[src/rtl/out_mem_pkg.sv]
// Shared constants and state type for the output pixel memory blocks.
package out_mem_pkg;

    localparam int PIX_COUNT = 76800;
    localparam int ADDR_W    = 17;
    localparam int DATA_W    = 8;

    typedef enum logic [1:0] {
        IDLE = 2'd0,
        RUN  = 2'd1,
        DONE = 2'd2
    } wr_state_t;

endpackage

[src/rtl/rr_arb2.sv]
// Two-way round-robin arbiter; rr picks the winner only when both lanes request.
module rr_arb2 (
    input  logic [1:0] valid,
    input  logic       rr,
    output logic [1:0] grant
);

    always_comb begin
        grant = 2'b00;
        case (valid)
            2'b01:   grant = 2'b01;
            2'b10:   grant = 2'b10;
            2'b11:   grant = rr ? 2'b10 : 2'b01;
            default: grant = 2'b00;
        endcase
    end

endmodule

[src/rtl/out_mem_wr_sched.sv]
// Output pixel memory write scheduler: arbitrates two lanes, addresses pixels
// sequentially and flags the frame's last write.
//   state | meaning
//   IDLE  | waiting for start, no lane accepted
//   RUN   | accepting one pixel per cycle from the granted lane
//   DONE  | one cycle after the last write, then back to IDLE
module out_mem_wr_sched
    import out_mem_pkg::*;
#(
    parameter int PIX_TOTAL = PIX_COUNT
) (
    input  logic              clk,
    input  logic              rst,
    input  logic              start,
    input  logic [1:0]        lane_valid,
    input  logic [31:0]       lane0_result,
    input  logic [31:0]       lane1_result,
    output logic [1:0]        lane_ready,
    output logic              mem_we,
    output logic [ADDR_W-1:0] mem_addr,
    output logic [DATA_W-1:0] mem_wdata,
    output logic              busy,
    output logic              frame_done,
    output logic [ADDR_W-1:0] pix_count
);

    localparam logic [ADDR_W-1:0] LAST_PIX = ADDR_W'(PIX_TOTAL - 1);

    wr_state_t         state;
    logic              rr;
    logic [1:0]        grant;
    logic [DATA_W-1:0] sel_data;

    rr_arb2 u_arb (
        .valid (lane_valid),
        .rr    (rr),
        .grant (grant)
    );

    assign lane_ready = (state == RUN) ? grant : 2'b00;
    assign sel_data   = grant[1] ? lane1_result[DATA_W-1:0] : lane0_result[DATA_W-1:0];
    assign busy       = (state != IDLE);

    always_ff @(posedge clk) begin
        if (rst) begin
            state      <= IDLE;
            rr         <= 1'b0;
            pix_count  <= '0;
            mem_we     <= 1'b0;
            mem_addr   <= '0;
            mem_wdata  <= '0;
            frame_done <= 1'b0;
        end else begin
            mem_we     <= 1'b0;
            frame_done <= 1'b0;
            case (state)
                IDLE: begin
                    if (start) begin
                        state     <= RUN;
                        pix_count <= '0;
                        rr        <= 1'b0;
                    end
                end
                RUN: begin
                    if (|grant) begin
                        // Winner loses priority next time both lanes contend.
                        rr        <= grant[0];
                        mem_we    <= 1'b1;
                        mem_addr  <= pix_count;
                        mem_wdata <= sel_data;
                        pix_count <= pix_count + 1'b1;
                        if (pix_count == LAST_PIX) begin
                            state      <= DONE;
                            frame_done <= 1'b1;
                        end
                    end
                end
                DONE: begin
                    state <= IDLE;
                end
                default: begin
                    state <= IDLE;
                end
            endcase
        end
    end

endmodule

[config.mk]
export PLATFORM = sky130hd
export DESIGN_NAME = out_mem_wr_sched
export DESIGN_NICKNAME = d
export VERILOG_FILES = /design/src/rtl/out_mem_pkg.sv /design/src/rtl/rr_arb2.sv /design/src/rtl/out_mem_wr_sched.sv
export SDC_FILE = /design/constraint.sdc
export NUM_CORES = 1
export LEC_CHECK = 0
export BUFFER_PORTS_ARGS = -buffer_cell sky130_fd_sc_hd__clkbuf_2
export CAP_MARGIN = 0
export CORE_ASPECT_RATIO = 0.6
export CORE_MARGIN = 10
export CORE_UTILIZATION = 29
export DETAILED_ROUTE_END_ITERATION = 12
export HOLD_SLACK_MARGIN = 0.1
export MAX_ROUTING_LAYER = met4
export PLACE_DENSITY = 0.6
export RECOVER_POWER = 25
export SLEW_MARGIN = 20
export SYNTH_ARGS = -nofsm -noshare
export SYNTH_HDL_FRONTEND = slang
export SYNTH_HIERARCHICAL = 1
export SYNTH_SLANG_ARGS = --single-unit
[constraint.sdc]
create_clock -name clk -period 6.3 [get_ports clk]
set_input_delay 0.315 -clock clk [delete_from_list [all_inputs] [get_ports clk]]
set_output_delay 0.315 -clock clk [all_outputs]
set_load 0.02 [all_outputs]
**Yosys cells after proc, flatten, opt, wreduce, memory -nomap -nowiden**

Index checks and enable logic that the tools add are counted.

- Register bits after elaboration: 47
- Memory bits (read-only): 0
- Memory bits (writable): 0
- Memories kept: 0
- Word-level logic and storage cells: 43
- Latch bits: 0

- Bitwise operators: 2
- Shifts and indexed selects: 0
- Add/sub/neg operators: 1
- $lt $le $gt $ge: 0
- Div/mod/pow operators: 0
- Multiply operators: 0
- Reductions and logical operators: 9
- Mux-type cells: 16
- Equality and inequality tests: 8

Operators by type and width:

| cell | number |
|---|---|
| 17-bit two-way mux | 2 |
| 17-bit case mux with 2 select lines | 1 |
| 17-bit by 1-bit adder with 17-bit output, second input constant | 1 |
| 17-bit == test, second input constant | 1 |
| 2-bit two-way mux | 5 |
| 8-bit two-way mux | 1 |
| 2-bit case mux with 3 select lines | 1 |
| 3-bit AND reduction | 2 |
| 2-bit by 1-bit == test with 1-bit output, second input constant | 2 |
| 2-bit == test, second input constant | 2 |
| 1-bit two-way mux | 4 |
| 2-bit by 1-bit inequality test with 1-bit output, second input constant | 2 |
| 2-bit case mux with 2 select lines | 1 |
| 2-bit nonzero test | 2 |
| 2-bit OR reduction | 2 |
| 3-bit OR reduction | 1 |
| 2-bit logical NOT | 1 |
| 2-bit inequality test, second input constant | 1 |
| 1-bit NOT | 2 |
| 1-bit case mux with 2 select lines | 1 |
| 2-bit AND reduction | 1 |

**Depth between registers and ports, before layout**

Gate-level depths: netlist of the first run.

- Depth in word-level cells: 5
- Gate-level depth with buffers: 8
- Depth with buffers taken out: 6

**Hierarchy**

The synthesis of the first run kept the hierarchy.

By module, submodules not included:

| module | times used | cells an instance | seq. area each (um^2) | area each (um^2) |
|---|---|---|---|---|
| out_mem_wr_sched | 1 | 229 | 940.9 | 1959.4 |
| rr_arb2 | 1 | 3 | 0.0 | 18.8 |

**Worst setup path after synthesis of the first run**

OpenSTA, ideal clock, no wires.

- Kind: input to register
- From: input port lane_valid[0]
- To: register pix_count[14]
- Buffers on the path: 0
- Path slack: 4.211 ns
- Arrival time: 2.019 ns
- Data required time: 6.229 ns
- Stages on the path: 5
- Cell sequence: a21boi_0 nor3b_2 or4_4 or4_1 a21oi_1

- Cells in the longest elaborated chain, start to end: 5
- Elaborated cells on any way between the ends: 7
- Those cells by class: 4 x eq/ne; 1 x mux; 2 x reduce/logical

RTL lines:

| element | RTL line | text |
|---|---|---|
| start: declaration | out_mem_wr_sched.sv:15 | `input logic [1:0] lane_valid,` |
| 2-bit == test / 2-bit by 1-bit == test with 1-bit output (equally long branches) | rr_arb2.sv:10 | `case (valid)` |
| 2-bit case mux with 3 select lines * | rr_arb2.sv:10 |  |
| 2-bit OR reduction * | out_mem_wr_sched.sv:65 | `if (\|grant) begin` |
| 2-bit by 1-bit inequality test with 1-bit output (no source line) * | n/a |  |
| 3-bit AND reduction (no source line) * | n/a |  |
| end signal: assignment | out_mem_wr_sched.sv:71 | `pix_count <= pix_count + 1'b1;` |
| end: declaration | out_mem_wr_sched.sv:24 | `output logic [ADDR_W-1:0] pix_count` |

Mark *: on every way between the ends. The rest lies on a longest branch, timed or not.
A chain may end at the register's enable or synchronous reset.

**Worst setup path after layout of the first run**

- From: register rr
- To: register pix_count[14]

- Cells in the longest elaborated chain, start to end: 5

RTL lines:

| element | RTL line | text |
|---|---|---|
| start: declaration | out_mem_wr_sched.sv:30 | `logic rr;` |
| start signal: assignment | out_mem_wr_sched.sv:67 | `rr <= grant[0];` |
| 2-bit two-way mux | rr_arb2.sv:13 | `2'b11: grant = rr ? 2'b10 : 2'b01;` |
| 2-bit case mux with 3 select lines | rr_arb2.sv:10 |  |
| net grant[0] | out_mem_wr_sched.sv:31 | `logic [1:0] grant;` |
| 2-bit OR reduction | out_mem_wr_sched.sv:65 |  |
| 2-bit by 1-bit inequality test with 1-bit output (no source line) | n/a |  |
| 3-bit AND reduction (no source line) | n/a |  |

The timed path passes the listed nets, and every way through them passes these cells.

==> results of run 1 <==
-- cell type report --
cell class                 instances  area, um2  area share
clock buffer                       5      125.1     0.05000
clock inverter                     3      25.02     0.01000
inverter                           3      11.26    0.004500
multi-input combinational        168      962.2      0.3845
sequential                        47      940.9      0.3760
tap                               87      108.9     0.04350
timing repair buffer              70      329.1      0.1315
-- routing by layer --
layer / wire length [um] / vias to the layer above / part of all wire / GRT usage
li1: - / 941 / - / -
met1: 3175 / 865 / 0.54 / 0.1566
met2: 2351 / 43 / 0.40 / 0.1542
met3: 348 / 4 / 0.059 / 0.04188
met4: 40 / 0 / 0.0068 / 0.02472
met5: 0 / - / 0 / -
-- registers in the layout, summed over array words and instances (netlist names) --
register / flops
mem_we: 1
state: 2
pix_count: 17
frame_done: 1
rr: 1
mem_wdata: 8
mem_addr: 17
-- synthesized netlist by cell type (4+ instances only) --
master    number  area share
o21ai_0        7       0.018
or3_1          8       0.025
a211oi_1       9       0.034
clkbuf_1       9       0.017
dfxtp_1       47        0.48
mux2i_1        9       0.046
a21oi_1       26       0.066
and2_1         4       0.013
nand4_1        4       0.013
nand3_1        7       0.018
nor2_1        19       0.036
xnor2_1        6       0.027
nand2_1       39       0.074
-- power breakdown --
part           switching, mW  leakage, nW  internal [mW]
registers            0.00355        0.381          0.303
clock network          0.123       0.0700          0.149
logic                 0.0365        0.446         0.0186
-- metrics by stage --
stage                     power [mW]    util  area (um2)  instances
final                         0.6327  0.3764        2502        383
after global routing          0.6551  0.3764        2502        383
after CTS                     0.6382  0.3808        2531        383
after detailed placement      0.3698  0.3582        2381        375
after global placement        0.3688  0.3582        2381        375
after floorplan               0.3493       -        1978        232
-- worst max-delay path, stage by stage (launching register included) --
cell and delay [ns]:
dfxtp_1 0.33, a21boi_0 0.50, nor3b_2 0.22, or4_4 0.60, or4_1 0.48, a21oi_1 0.15
-- logic make-up (layout without fill, tap and decap cells) --
| logic type | after synthesis | after routing |
|---|---|---|
| AND/OR/NAND/NOR | 99 | 99 |
| buffers and inverters | 17 | 81 |
| adder cells (fa/ha/maj) | 1 | 1 |
| multiplexers | 9 | 9 |
| AO/OA/AOI/OAI | 53 | 53 |
| XOR/XNOR | 6 | 6 |
| flip-flops | 47 | 47 |
-- path summary, 6_finish.rpt --
path / to / slack (ns) / cells past startpoint
worst max-delay path: pix_count[14] / 3.95 / 5
worst max register to register: pix_count[14] / 3.95 / 5
worst min register to register: mem_addr[11] / 0.46 / 2
worst min-delay path: mem_wdata[5] / 0.34 / 3
==> summary.txt, run 1 <==
Status
  • Status: finished, final reports clean

STA
  • Final setup margin: about 4 ns
  • Slew Limit Fails: 0
  • WHS: ~0.34 ns
  • Final Cycle Share: 0.3724
  • Worst Clk Skew: about 0.01 ns
  • Final hold vios: 0
  • Crit path time final: between 2 and 2.5 ns
  • Final setup viols: 0
  • RSZ-0062 raised after global routing: no
  • Relative slew slack: 0.4607
  • Fmax: approximately 430 MHz
  • Fin Setup TNS: 0 ns
  • Slew of the pin with the lowest slew margin: 0.8036 ns

Synth
  • Post-synth EDFFs: 0
  • Post-synthesis mux area share: 0.04554
  • Synth Register Bits: 47
  • Cell count after synthesis: ~230
  • Sequential area share after synthesis: 0.4756
  • YS warnings: 6
  • Synth Area in Simple Gates: 0.2479
  • Synth Area in XOR/XNOR: 0.02657
  • Synth Flop Type: dfxtp_1
  • Syn Area/Cell: 8.526 um2
  • Yosys cell types: 39
  • Mapped cell area: slightly below 2000 um2
  • Synth Area in Compound Gates: 0.1600
  • Adder-cell area share of the yosys netlist: 0.006325
  • Syn Nets: 302
  • Largest family of logic cells by synthesized area: simple AND/OR/NAND/NOR gates
  • FFs w/ async S/R, synth: 0

Cells and area
  • # nets final: around 370
  • FILL cells: just over 700
  • Share of cells above drive strength 1: 0.2061
  • Commonest non-fill, non-tap cell in the layout: dfxtp_1
  • P&R area growth vs syn: 26.50%
  • N_diodes: 0
  • Commonest non-fill, non-tap cells in the layout: dfxtp_1 (47), clkbuf_2 (44), nand2_1 (39)

Global route
  • Gr usage total: 0.1144
  • Initial antenna violation count: 0
  • Global-route wire length before repair: 9.804 mm
  • Largest net degree at the start of global routing: 32
  • Grt total ovfl: 0
  • Number of global-route vias before repair: around 1,900

Critical path
  • Crit. End Element: register
  • CP Max Fanout: 10
  • Crit path DAT: between 2 and 3 ns
  • Reg-to-reg startpoint: rr
  • Critical path class: reg2reg
  • Worst setup startpoint: rr
  • Crit path launch type: register
  • Crit path required time: 6.52 ns

Power
  • Max rail drop VDD: 0.1136 mV
  • Leak pwr: 0.8962 nW
  • P per Cell Area: 252.8 nW/um2

Placement
  • DP HPWL: ~4.3 mm
  • # port buffers: 67
  • Setup WS pre-CTS: approximately 3.9 ns
  • Routability cong.: 0.8431

Clock tree
  • CTS Sinks: 47
  • Clk root buf: clkbuf_16
  • PostCTS Resize Cnt: 0
  • Hold buffer count at cts: 0
  • TritonCTS clock tree: built
  • Postcts setup bufs: 0
  • Clk slew on worst S/H paths: ~0.07 ns
  • CTS H-Tree Depth: 2
  • Skew-Pair Late Insertion Delay: ~0.29 ns
  • Max Root-Sink Buffers: 2
  • CTS Buf Count: 5

Floorplanning
  • CORE AREA: ~6600 um2
  • Starting Density: 0.2976
  • Total I/O pin count: 116
  • # rows: 23
  • Die ar.: ~11,000 um2
  • Die X: between 100 and 150 um
  • Die Span Y: roughly 84 um

Route
  • DR vias/cell: a little under 5
  • DRT iter0 DRCs: approximately 120
  • Detailed Route WL: ~5.9 mm
  • Post-DRT Antenna Nets: 0
  • Wire length per cell: between 15 and 20 um
  • Via count: approximately 1,900
  • First-pass detailed-route iteration total: 4
  • DR DRC count: 0

Worst hold path
  • Hold path startpoint: lane0_result[5]
  • Hold Path Class: in2reg

Job
  • Maxcap violations: 0
No activity file was read; power rests on OpenSTA's default activity.
==> run 2, diff against run 1 <==
- clock period: 6.3 -> 2.3 ns (I/O delays scaled with it)
==> run 2 against run 1 <==
Critical path depth unchanged. Utilization up 0.88 points. Total power grew to 2.8 times the previous value. Die area unchanged. Via count fell by 1.0%. Global-route usage decreased by 0.33 points. Clock power increased to 2.9 times the previous value. Non-clock buffer count up 5. Final cell count increased by 1.0%. Largest cell class unchanged. Largest power group unchanged.
==> summary.txt, run 2 (same netlist as run 1, synthesis figures left out) <==
Critical path
  • CP Max Fanout: 10 (unchanged)
  • Largest delay contributor family on the critical path: simple AND/OR/NAND/NOR gates
  • Worst path slowest cell: or4_4
  • R2R Path End: pix_count[14]
  • Critical path class: reg2reg
  • Crit path launch type: register
  • Crit path required time: 2.52 ns (-4.00 ns)
  • Crit path DAT: 2.32 ns (-0.24 ns)
  • Reg2Reg Depth: 5 (unchanged)
  • Slowest Stage Delay on Critical Path: 0.58 ns (-0.02 ns)
  • Flop-to-flop setup slack: 0.20 ns (-3.75 ns)
  • Worst setup startpoint: rr
  • Crit. End Element: register
  • Buffers & Inverters on Critical Path: 0 (unchanged)
  • Reg-to-reg startpoint: rr
  • Crit path cell chain: a21boi_0 > nor3b_2 > or4_4 > or4_1 > a21oi_1

Clock tree
  • Hold buffer count at cts: 0 (unchanged)
  • Clk slew on worst S/H paths: 0.06 ns (about the same)
  • CTS H-Tree Depth: 2 (unchanged)
  • CTS Buf Count: 5 (unchanged)
  • Clk root buf: clkbuf_16
  • TritonCTS clock tree: built
  • Postcts setup bufs: 0 (unchanged)
  • CTS Sinks: 47 (unchanged)
  • Max Root-Sink Buffers: 2 (unchanged)
  • PostCTS Resize Cnt: 0 (unchanged)
  • Skew-Pair Late Insertion Delay: 0.29 ns (about the same)

Job
  • Maxcap violations: 0 (unchanged)

Worst hold path
  • Hold path startpoint: lane0_result[5]
  • Hold Path Class: in2reg
  • Hold Crit Depth: 3 (unchanged)
  • WHS Endpoint: mem_wdata[5]

Global route
  • Gr usage total: 0.1111 (-0.003271)
  • Largest net degree at the start of global routing: 31 (-3.1%)
  • Number of global-route vias before repair: 1,740 (-7.1%)
  • Initial antenna violation count: 0 (unchanged)
  • Global-route wire length before repair: 9.411 mm (-4.0%)
  • Grt total ovfl: 0 (unchanged)

Route
  • Via count: 1,834 (-1.0%)
  • DR DRC count: 0 (unchanged)
  • Detailed Route WL: 5.626 mm (-4.9%)
  • DRT iter0 DRCs: 126 (+7.7%)
  • Wire length per cell: 14.54 um (-5.9%)
  • First-pass detailed-route iteration total: 4 (unchanged)
  • Post-DRT Antenna Nets: 0 (unchanged)
  • DR vias/cell: 4.739 (-2.0%)

STA
  • Final Cycle Share: 0.9127 (+0.5402)
  • Fmax: 476.4 MHz (+12%)
  • Crit path time final: 2.099 ns (-0.2473 ns)
  • WHS: 0.1444 ns (-0.1911 ns)
  • Slew Limit Fails: 0 (unchanged)
  • Relative slew slack: 0.5686 (+0.1079)
  • Slew of the pin with the lowest slew margin: 0.6428 ns (-0.1608 ns)
  • Final setup margin: 0.2009 ns (-3.753 ns)
  • Final hold vios: 0 (unchanged)
  • RSZ-0062 raised after global routing: no
  • Fin Setup TNS: 0 ns (unchanged)
  • Final setup viols: 0 (unchanged)
  • Worst Clk Skew: 0.002375 ns (-0.007656 ns)

Cells and area
  • Register area: 940.9 um2 (unchanged)
  • Commonest non-fill, non-tap cell in the layout: dfxtp_1
  • Final core occ: 0.3853 (+0.008846)
  • Commonest non-fill, non-tap cells in the layout: dfxtp_1 (47), clkbuf_2 (44), nand2_1 (39)
  • P&R area growth vs syn: 29.48%
  • Share of cells above drive strength 1: 0.2133 (+0.007252)
  • Area of the multi-input gates: 962.2 um2 (unchanged)
  • # nets final: 370 (+1.4%)
  • N_diodes: 0 (unchanged)
  • FILL cells: 690 (-3.2%)
  • Largest regs: mem_addr: 17 flops, pix_count: 17 flops, mem_wdata: 8 flops

Floorplanning
  • Die X: 126.6 um (unchanged)
  • Starting Density: 0.2976 (unchanged)
  • # rows: 23 (unchanged)
  • Die Span Y: 83.98 um (unchanged)
  • Total I/O pin count: 116 (unchanged)
  • Die ar.: 10,630 um2 (unchanged)
  • CORE AREA: 6648 um2 (unchanged)

Power
  • P per Cell Area: 699.5 nW/um2 (+180%)
  • Clock Power Share: 0.444 (+0.015)
  • Max rail drop VDD: 0.2623 mV (+130%)
  • Int Power: 1.394 mW (+200%)
  • Leak pwr: 0.9323 nW (+4.0%)
  • Combinational power share: 0.087 (about the same)
  • Psw: 0.3970 mW (+140%)
  • Seq pwr share: 0.469 (-0.015)
  • Sw Ratio: 0.2216 (-0.03567)

Placement
  • DP HPWL: 4.377 mm (+0.76%)
  • Routability cong.: 0.8621 (+2.3%)
  • Setup WS pre-CTS: 0.2070 ns (-3.680 ns)
  • # port buffers: 67 (unchanged)

Status
  • Status: finished, final reports clean
[run 2: power by group through the flow]
stage	logic, mW	registers (mW)	clock network (mW)
final	0.156	0.840	0.796
after global routing	0.175	0.841	0.854
after CTS	0.162	0.840	0.820
after detailed placement	0.162	0.858	0
after global placement	0.160	0.858	0
after floorplan	0.0828	0.874	0
[run 2: routing by layer]
metal | routed length [um] | track usage
met4 | 72 | 0.03399
met1 | 2839 | 0.1546
met5 | 0 | -
met3 | 528 | 0.05013
met2 | 2185 | 0.1350
[run 2: worst register-to-register path, stage by stage, from the launching register on]
cell      delay, ns
dfxtp_1        0.33
a21boi_0       0.31
nor3b_2        0.18
or4_4          0.58
or4_1          0.49
a21oi_1        0.14
[run 2: metrics by stage]
step,power (mW),instance area (um2),instances
after global placement,1.018,2431,380
after CTS,1.822,2590,387
after detailed placement,1.020,2431,380
after global routing,1.870,2561,387
final,1.791,2561,387
after floorplan,0.9568,1978,232
[run 2: worst max path at each step]
stage	cells past startpoint	to	slack, ns
final	5	pix_count[14]	0.20
after global routing	5	pix_count[14]	0.08
after CTS	5	pix_count[14]	0.19
after detailed placement	5	pix_count[14]	0.21
after global placement	5	pix_count[14]	0.30
after floorplan	5	pix_count[14]	0.22
[run 2: final cells by class]
type / instances / area share
Clock buffer: 6 / 0.05032
Multi-Input combinational cell: 168 / 0.3757
Tap cell: 87 / 0.04250
Timing Repair Buffer: 75 / 0.1480
Sequential cell: 47 / 0.3674
Clock inverter: 1 / 0.01172
Inverter: 3 / 0.004397
